**src/rtl/traffic_phase_sequencer.sv**
```systemverilog
// Two-road traffic-light phase controller: Moore FSM with a shared phase timer
// and a latched side-road request that the main road yields to after minimum green.
module traffic_phase_sequencer #(
   parameter int unsigned MIN_GREEN  = 8,
   parameter int unsigned SIDE_GREEN = 6,
   parameter int unsigned YELLOW     = 3,
   parameter int unsigned ALL_RED    = 1,
   parameter int unsigned CNT_W      = 4
) (
   input  logic       clk,
   input  logic       rst,
   input  logic       car_det,
   input  logic       en,
   output logic [2:0] main_rgy,
   output logic [2:0] side_rgy,
   output logic [2:0] phase,
   output logic       req_pending
);

   localparam int unsigned PH_W   = 3;
   localparam int unsigned LAMP_W = 3;

   localparam logic [LAMP_W-1:0] LAMP_RED = 3'b100;
   localparam logic [LAMP_W-1:0] LAMP_YEL = 3'b010;
   localparam logic [LAMP_W-1:0] LAMP_GRN = 3'b001;

   localparam logic [CNT_W-1:0] LAST_MAIN_GREEN = CNT_W'(MIN_GREEN - 1);
   localparam logic [CNT_W-1:0] LAST_SIDE_GREEN = CNT_W'(SIDE_GREEN - 1);
   localparam logic [CNT_W-1:0] LAST_YELLOW     = CNT_W'(YELLOW - 1);
   localparam logic [CNT_W-1:0] LAST_ALL_RED    = CNT_W'(ALL_RED - 1);

   typedef enum logic [PH_W-1:0] {
      ST_MAIN_GREEN  = 3'd0,
      ST_MAIN_YELLOW = 3'd1,
      ST_ALL_RED_A   = 3'd2,
      ST_SIDE_GREEN  = 3'd3,
      ST_SIDE_YELLOW = 3'd4,
      ST_ALL_RED_B   = 3'd5
   } state_t;

   state_t              state_q, state_d;
   state_t              succ;
   logic [CNT_W-1:0]    timer_q, timer_d;
   logic [CNT_W-1:0]    last;
   logic                req_q, req_d;
   logic [LAMP_W-1:0]   main_rgy_q, main_rgy_d;
   logic [LAMP_W-1:0]   side_rgy_q, side_rgy_d;

   // State, timer, request latch and registered lamp decode
   always_ff @(posedge clk or negedge rst) begin
      if (!rst) begin
         state_q    <= ST_MAIN_GREEN;
         timer_q    <= '0;
         req_q      <= 1'b0;
         main_rgy_q <= LAMP_GRN;
         side_rgy_q <= LAMP_RED;
      end else begin
         state_q    <= state_d;
         timer_q    <= timer_d;
         req_q      <= req_d;
         main_rgy_q <= main_rgy_d;
         side_rgy_q <= side_rgy_d;
      end
   end

   // Next-state, timer and request latch
   always_comb begin
      state_d = state_q;
      timer_d = timer_q;
      req_d   = req_q;
      succ    = ST_MAIN_GREEN;
      last    = '0;

      case (state_q)
         ST_MAIN_GREEN:  begin last = LAST_MAIN_GREEN; succ = ST_MAIN_YELLOW; end
         ST_MAIN_YELLOW: begin last = LAST_YELLOW;     succ = ST_ALL_RED_A;   end
         ST_ALL_RED_A:   begin last = LAST_ALL_RED;    succ = ST_SIDE_GREEN;  end
         ST_SIDE_GREEN:  begin last = LAST_SIDE_GREEN; succ = ST_SIDE_YELLOW; end
         ST_SIDE_YELLOW: begin last = LAST_YELLOW;     succ = ST_ALL_RED_B;   end
         ST_ALL_RED_B:   begin last = LAST_ALL_RED;    succ = ST_MAIN_GREEN;  end
         default:        begin last = '0;              succ = ST_MAIN_GREEN;  end
      endcase

      // Car being served on the side road does not re-request
      if (car_det && (state_q != ST_SIDE_GREEN) && (state_q != ST_SIDE_YELLOW)) begin
         req_d = 1'b1;
      end

      case (state_q)
         ST_MAIN_GREEN: begin
            // Timer saturates at the minimum green until a request is pending
            if (en) begin
               if (timer_q == last) begin
                  if (req_q) begin
                     state_d = succ;
                     timer_d = '0;
                  end
               end else begin
                  timer_d = timer_q + CNT_W'(1);
               end
            end
         end
         ST_MAIN_YELLOW, ST_ALL_RED_A, ST_SIDE_GREEN, ST_SIDE_YELLOW, ST_ALL_RED_B: begin
            if (en) begin
               if (timer_q == last) begin
                  state_d = succ;
                  timer_d = '0;
               end else begin
                  timer_d = timer_q + CNT_W'(1);
               end
            end
         end
         default: begin
            state_d = ST_MAIN_GREEN;
            timer_d = '0;
         end
      endcase

      if ((state_d == ST_SIDE_GREEN) && (state_q != ST_SIDE_GREEN)) begin
         req_d = 1'b0;
      end
   end

   // Lamp decode of the next state so the lamp flops track the state register
   always_comb begin
      main_rgy_d = LAMP_GRN;
      side_rgy_d = LAMP_RED;
      case (state_d)
         ST_MAIN_GREEN:  begin main_rgy_d = LAMP_GRN; side_rgy_d = LAMP_RED; end
         ST_MAIN_YELLOW: begin main_rgy_d = LAMP_YEL; side_rgy_d = LAMP_RED; end
         ST_ALL_RED_A:   begin main_rgy_d = LAMP_RED; side_rgy_d = LAMP_RED; end
         ST_SIDE_GREEN:  begin main_rgy_d = LAMP_RED; side_rgy_d = LAMP_GRN; end
         ST_SIDE_YELLOW: begin main_rgy_d = LAMP_RED; side_rgy_d = LAMP_YEL; end
         ST_ALL_RED_B:   begin main_rgy_d = LAMP_RED; side_rgy_d = LAMP_RED; end
         default:        begin main_rgy_d = LAMP_GRN; side_rgy_d = LAMP_RED; end
      endcase
   end

   assign phase       = state_q;
   assign req_pending = req_q;
   assign main_rgy    = main_rgy_q;
   assign side_rgy    = side_rgy_q;

endmodule

```
**config.mk**
```make
export PLATFORM = sky130hd
export DESIGN_NAME = traffic_phase_sequencer
export DESIGN_NICKNAME = d
export VERILOG_FILES = /design/src/rtl/traffic_phase_sequencer.sv
export SDC_FILE = /design/constraint.sdc
export NUM_CORES = 1
export LEC_CHECK = 0
export BUFFER_PORTS_ARGS = -buffer_cell sky130_fd_sc_hd__buf_2
export CORE_MARGIN = 5
export CORE_UTILIZATION = 40
export CTS_CLUSTER_DIAMETER = 150
export DETAILED_ROUTE_END_ITERATION = 10
export PLACE_DENSITY = 0.65
export SYNTH_ARGS = -nofsm -noshare
export SYNTH_HDL_FRONTEND = slang
export SYNTH_SLANG_ARGS = --single-unit
```
**constraint.sdc**
```tcl
create_clock -name clk -period 1.7 [get_ports clk]
set_input_delay 0.255 -clock clk [delete_from_list [all_inputs] [get_ports clk]]
set_output_delay 0.255 -clock clk [all_outputs]
set_load 0.02 [all_outputs]
```
==> results of run 1 <==
cell type report:
cell class | count | area, sq um | area share (%)
clock buffer | 4 | 36.3 | 3.47
inverter | 2 | 7.51 | 0.719
tap | 25 | 31.3 | 2.99
sequential | 14 | 355 | 34.0
timing repair buffer | 27 | 173 | 16.5
multi-input combinational | 58 | 442 | 42.3
Yosys cell counts (2+ instances only):
| cell type | number | area share (%) |
|---|---|---|
| nand4_1 | 2 | 1.6 |
| inv_1 | 2 | 0.98 |
| a31oi_1 | 2 | 1.6 |
| a211o_1 | 2 | 2.3 |
| nand2_1 | 8 | 3.9 |
| nor2_1 | 5 | 2.5 |
| nand4b_1 | 2 | 2.3 |
| o21ai_0 | 3 | 2.0 |
| buf_2 | 2 | 1.3 |
| a21oi_1 | 5 | 3.3 |
| nand3_1 | 4 | 2.6 |
| nand2b_1 | 2 | 1.6 |
| xnor2_1 | 4 | 4.6 |
| dfstp_2 | 2 | 6.9 |
| nor4_1 | 2 | 1.6 |
| dfrtp_1 | 12 | 39 |
flip-flops by register name (all words and copies together) (netlist names):
register,cells
side_rgy,3
main_rgy,3
timer_q,4
req_pending,1
phase,3
where the power goes:
part           total (uW)  internal (uW)  switching (uW)
combinational        1130            506             628
sequential            580            480             101
clock                 238            130             108
tightest hold or removal path, delay by kind of cell:
family	cells	cell delay (ns)
AND/OR/NAND/NOR	1	0.06
AO/OA/AOI/OAI	1	0.11
buffers and inverters	1	0.10
placed cells by master (no fill, tap or decap), types with 2 or more instances in the layout:
| cell | netlist | final |
|---|---|---|
| nand4_1 | 2 | 2 |
| xnor2_1 | 4 | 2 |
| dfstp_2 | 2 | 2 |
| nand3_1 | 4 | 4 |
| nand4b_1 | 2 | 2 |
| o21ai_0 | 3 | 2 |
| nor2_1 | 5 | 3 |
| a211o_1 | 2 | 2 |
| dfrtp_1 | 12 | 10 |
| buf_2 | 2 | 13 |
| a31oi_1 | 2 | 2 |
| nor2_2 | 1 | 2 |
| dfrtp_2 | 0 | 2 |
| nor4_1 | 2 | 2 |
| nand2b_1 | 2 | 2 |
| buf_4 | 1 | 13 |
| xnor2_2 | 0 | 2 |
| a21oi_1 | 5 | 4 |
| nand2_1 | 8 | 8 |
| inv_1 | 2 | 2 |
| clkbuf_4 | 0 | 3 |
layer usage:
| metal | GRT usage (%) | wire, um | vias to the layer above |
|---|---|---|---|
| met5 | 0 | 0 | - |
| met3 | 3.60 | 101 | 7 |
| met1 | 19.1 | 850 | 343 |
| met4 | 6.81 | 50 | 0 |
| met2 | 21.2 | 865 | 25 |
| li1 | - | - | 343 |
logic make-up (layout without fill, tap and decap cells):
logic type | Yosys count | count (layout)
and+or+nand+nor | 30 | 30
AOI/OAI and AO/OA | 20 | 20
muxes | 2 | 2
DFF | 14 | 14
adders and majority gates | 1 | 1
buffers and inverters | 6 | 33
xor gates and xnor gates | 5 | 5
path summary, 6_finish.rpt:
check	start	end	slack, ns
worst max-delay path	phase[1]	side_rgy[2]	-0.03
worst min-delay path	car_det	req_pending	0.28
worst max register to register	phase[1]	side_rgy[2]	-0.03
worst min register to register	timer_q[3]	timer_q[3]	0.60
max in group asynchronous	rst	side_rgy[2]	1.02
min in group asynchronous	rst	timer_q[1]	0.39
stage by stage:
| stage | setup slack, ns | total power (uW) |
|---|---|---|
| 2_1_floorplan | -0.0765 | 1250 |
| 3_3_place_gp | 0.0510 | 1580 |
| 3_5_place_dp | -0.00163 | 1590 |
| 4_1_cts | -0.0291 | 1840 |
| 5_1_grt | -0.118 | 2110 |
| 6_report | -0.0346 | 1950 |
repair_timing:
| item | in CTS | in global routing |
|---|---|---|
| endpoints found under the setup margin | 1 | 14 |
| buffers inserted | 0 | 2 |
| hold buffers | 1 | 0 |
| gates resized for setup | 0 | 11 |
| hold endpoints to repair | 12 | 0 |
| pin swaps | 3 | 9 |
==> impl_results.md, run 1 <==
- Status: finished with violations
- Failing checks: setup timing
- Setup TNS Final: -0.0346 ns
- Remaining DRCs: 0
- Area Growth Syn to Fin: 36.4%
- Largest net degree at the start of global routing: 15
- Final Cell Area: 1040 sq um
- Clk_lat worst skew: 0.27 ns
- Grt ovf: 0
- Crit-path max cell delay: 0.43 ns
- Worst EP arrival: 1.94 ns
- Largest family of logic cells by synthesized area: simple AND/OR/NAND/NOR gates
- Core Util, Final: 59.2%
- Hold Crit Depth: 3
- Post-synthesis mux area share: 3.27%
- Final Setup Violations: 1
- Crit-path cells: xnor2_2, a211o_1, a211oi_4, nor2_2, mux2_4
- Diodes inserted: 0
- DR vias/cell: 5.52
- Syn Std Cell Area: 766 sq um
- Yosys synthesis warning count: 0
- Final Wtd Congestion: 0.797
- Final period demand of the worst path: 1.73 ns
- Worst EP required: 1.91 ns
- Vias in the first global route: 709
- Final Routed Wirelength: 1870 um
- Power density cells: 1870 nW/um^2
- CTS tree: done
- Mapped Cells: 78
- WHS: 0.278 ns
- Pin slew with the least headroom to its limit: 0.338 ns
- WP depth: 5
- Drt pass-1 iters: 4
- Die height: 53.8 um
- CTS Buf Count: 3
- I/O pin total: 14
- Die width: 53.8 um
- Top FF cell, synth: dfrtp_1
- Synth cell types: 35
- Fillers: 151
- Clock-pin slew of the registers on the worst-case setup and hold paths: 0.09 ns
- Max-slew violations: 0
- Final hold viol count: 0
- Nets: 111
- Post-DP HPWL: 1270 um
- Post-Syn Nets: 83
- Cell family with most CP delay: compound AO/OA/AOI/OAI gates
- Final ANT Viol Nets: 0
- Clk_skew: 0.00179 ns
- Crit end category: register
- Share of layout cells above drive strength 1: 44.8%
- Slew headroom: 77.4%
- Pleak: 0.000462 uW
- Max_cap viols: 0
- Global-route usage over all layers: 14.2%
- Fmax: 576 MHz
- Register area share after synthesis: 46.1%
- Wire per inst: 14.4 um
- Avg Inst Size Synth: 9.82 sq um
- First-pass GRT wire length: 3070 um
- RSZ-0062 raised after global routing: true
- Setup WS post-layout: -0.0346 ns
- CP max-delay cell: dfrtp_1
- Clock Path Buffers: 2
- Max VDD drop: 1110 uV
- Ys async rst share: 100%
- Placed Instances: 123
- Worst path buffer plus inverter count: 0
- Synth Area in XOR/XNOR: 5.72%
- Cells on worst reg2reg path: 5
- Starting density of the core: 43.4%
- Core area: 1760 sq um
- Critical Path Source Type: register
- Hold WC Path Type: input pin to register
- Register bit count reported by yosys: 14
- Dpl cell area: 933 sq um
- Total number of vias: 718
- Row count: 15
- Adder and majority gate portion of the synthesized area: 1.63%
- Compound-Gate Fraction of Synth Area: 19.3%
- Post-route insts no fill: 130
- Initial DRC Count: 10
- H-Tree Depth: 1
- CP Max Fanout: 5
- CTS root buf: clkbuf_4
- Post-synth EDFFs: 0
- Worst setup path class: register to register
- Die ar.: 2890 sq um
- Final period util: 102%
- Port Buffers: 13
- Initial antenna violation count: 0
- Clock Sinks: 14
- Post-Synth Simple-Gate Area: 20.3%
(Power assumes the default switching activity.)
==> inputs of run 2 (changes only) <==
--- a/config.mk
+++ b/config.mk
@@ -6,11 +6,11 @@
 export NUM_CORES = 1
 export LEC_CHECK = 0
 export BUFFER_PORTS_ARGS = -buffer_cell sky130_fd_sc_hd__buf_2
-export CORE_MARGIN = 5
-export CORE_UTILIZATION = 40
+export CORE_UTILIZATION = 47
 export CTS_CLUSTER_DIAMETER = 150
 export DETAILED_ROUTE_END_ITERATION = 10
-export PLACE_DENSITY = 0.65
+export HOLD_SLACK_MARGIN = 0.08
+export PLACE_DENSITY = 0.74
 export SYNTH_ARGS = -nofsm -noshare
 export SYNTH_HDL_FRONTEND = slang
 export SYNTH_SLANG_ARGS = --single-unit
==> run 2 against run 1 <==
  * The run still ends with setup timing left
  * Non-clock buffer count fell by 2
  * First-iteration DRC count grew to 3.5 times the previous value
  * Clock-buffer cell count down 1
  * Combinational power down 7%
  * Cell area is 5.0% lower
  * Worst hold slack got worse by 0.0041 ns
  * Fmax rose by 0.85%
  * Clock power fell by 21%
  * Clock skew up 0.0040 ns
  * Cell count fell by 9.2%
  * Critical path type unchanged
  * Critical endpoint is now phase[0]
  * Largest power group unchanged
==> impl_results.md, run 2 (synthesis results as in run 1) <==
- Fmax: 581 MHz (was 576 MHz)
- RSZ-0062 raised after global routing: true (unchanged)
- Vias in the first global route: 650 (was 709)
- Post-DP HPWL: 1270 um (about the same)
- Initial DRC Count: 35 (was 10)
- Reg2reg start: phase[1] (unchanged)
- Hold Crit Depth: 3 (unchanged)
- H-Tree Depth: 1 (unchanged)
- Cells on worst reg2reg path: 6 (was 5)
- Status: finished with violations (unchanged)
- Final total power: 1860 uW (was 1950 uW)
- Top Usage Layer GRT: met2 (unchanged)
- Remaining DRCs: 0 (unchanged)
- Slew headroom: 79.3% (was 77.4%)
- CP Max Fanout: 5 (unchanged)
- Initial antenna violation count: 0 (unchanged)
- Worst setup path class: register to register (unchanged)
- Clock Sinks: 14 (unchanged)
- Largest net degree at the start of global routing: 15 (unchanged)
- DR vias/cell: 6.06 (was 5.52)
- Final hold viol count: 0 (unchanged)
- Pin slew with the least headroom to its limit: 0.307 ns (was 0.338 ns)
- Hold path start: car_det (unchanged)
- Clock Path Buffers: 2 (unchanged)
- I/O pin total: 14 (unchanged)
- Power density cells: 1870 nW/um^2 (about the same)
- Clk_skew: 0.00579 ns (was 0.00179 ns)
- Largest register by flop count: timer_q (unchanged)
- Clock-pin slew of the registers on the worst-case setup and hold paths: 0.08 ns (was 0.09 ns)
- Row count: 14 (was 15)
- Die height: 42.4 um (was 53.8 um)
- Share of layout cells above drive strength 1: 41.2% (was 44.8%)
- Most common cell after layout, fill and taps aside: buf_2
- WHS: 0.274 ns (was 0.278 ns)
- Final ANT Viol Nets: 0 (unchanged)
- Failing checks: setup timing (unchanged)
- Met1 Usage GRT: 30.4% (was 19.1%)
- Worst EP required: 1.86 ns (was 1.91 ns)
- Max reg flops: 4 (unchanged)
- Max-slew violations: 0 (unchanged)
- Core area: 1510 sq um (was 1760 sq um)
- Hold WC Path Type: input pin to register (unchanged)
- Global-route usage over all layers: 22.0% (was 14.2%)
- Max_cap viols: 0 (unchanged)
- Drt pass-1 iters: 4 (unchanged)
- Pre-CTS setup slack: -0.0668 ns (was -0.00163 ns)
- Total number of vias: 715 (was 718)
- First-pass GRT wire length: 2880 um (was 3070 um)
- Area Growth Syn to Fin: 29.6% (was 36.4%)
- R2R Setup Slk: -0.02 ns (was -0.03 ns)
- Die width: 42.4 um (was 53.8 um)
- Port Buffers: 13 (unchanged)
- Grt ovf: 0 (unchanged)
- Max VDD drop: 934 uV (was 1110 uV)
- Hold Crit Endpoint: req_pending (unchanged)
- Setup TNS Final: -0.0272 ns (was -0.0346 ns)
- Met2 usage: 34.2% (was 21.2%)
- Final period demand of the worst path: 1.72 ns (was 1.73 ns)
- Nets: 109 (was 111)
- Global routing usage on met3: 2.59% (was 3.60%)
- Crit end category: register (unchanged)
- Worst EP arrival: 1.88 ns (was 1.94 ns)
- Final period util: 101% (was 102%)
- Most frequent cells in the layout: buf_2, buf_4, dfrtp_1 (unchanged)
- CTS root buf: clkbuf_4 (unchanged)
- Diodes inserted: 0 (unchanged)
- Final Setup Violations: 3 (was 1)
- CTS Buf Count: 3 (unchanged)
- CTS tree: done (unchanged)
- Wire per inst: 15.7 um (was 14.4 um)
- Pleak: 0.000435 uW (was 0.000462 uW)
- Final Routed Wirelength: 1850 um (was 1870 um)
- Die ar.: 1790 sq um (was 2890 sq um)
- Clk_lat worst skew: 0.28 ns (was 0.27 ns)
- Critical Path Source Type: register (unchanged)
- Core Util, Final: 65.9% (was 59.2%)
- Worst reg2reg path endpoint: phase[0] (was side_rgy[2])
- Starting density of the core: 50.8% (was 43.4%)
- Setup WS post-layout: -0.0201 ns (was -0.0346 ns)
- Final Wtd Congestion: 0.857 (was 0.797)
run 2: cell types whose count changed in the layout (fill, tap and decap cells not counted), sizes merged:
cell	delta
clkbuf	-1
buf	-2
run 2: per-stage QoR:
| stage | instances | instance area, sq um |
|---|---|---|
| floorplan | 78 | 782 |
| global route | 118 | 992 |
| detailed placement | 112 | 907 |
| CTS | 116 | 948 |
| global placement | 112 | 907 |
| finish | 118 | 992 |
run 2: metal layers:
metal | up-vias | share of wire [%]
met2 | 37 | 48
met1 | 334 | 44
met5 | - | 0
li1 | 335 | -
met4 | 0 | 3.0
met3 | 9 | 5.2
run 2: how the worst max path moves through the flow:
stage	startpoint	to	cells after the start
after floorplan	phase[0]	side_rgy[2]	6
after CTS	phase[1]	side_rgy[2]	5
after global placement	phase[1]	phase[1]	5
after global routing	phase[1]	phase[0]	6
final	phase[1]	phase[0]	6
after detailed placement	phase[2]	timer_q[3]	5
run 2: layout make-up:
type / instances / area [sq um]
inverters: 2 / 7.51
repair buffers: 25 / 161
multi-input cells: 58 / 424
fillers: 116 / 514
flip-flops and latches: 14 / 357
clock buffers: 3 / 22.5
well taps: 16 / 20.0
run 2: worst max-delay path, stage by stage, from the launching register on:
cell,delay [ns]
dfrtp_2,0.45
xnor2_2,0.15
a211o_1,0.33
a211oi_4,0.33
buf_6,0.16
xnor2_2,0.11
nor2_1,0.08
run 2: power breakdown:
group	internal, uW	switching, uW
logic	472	582
clock network	82.3	106
registers	481	137
total	1030	825
run 2: timing repair:
item	in CTS	in global routing
buffers inserted	0	2
gates resized for setup	2	7
setup endpoints to repair	3	12
hold endpoints to repair	12	0
pin swaps	1	0
hold buffers	1	0
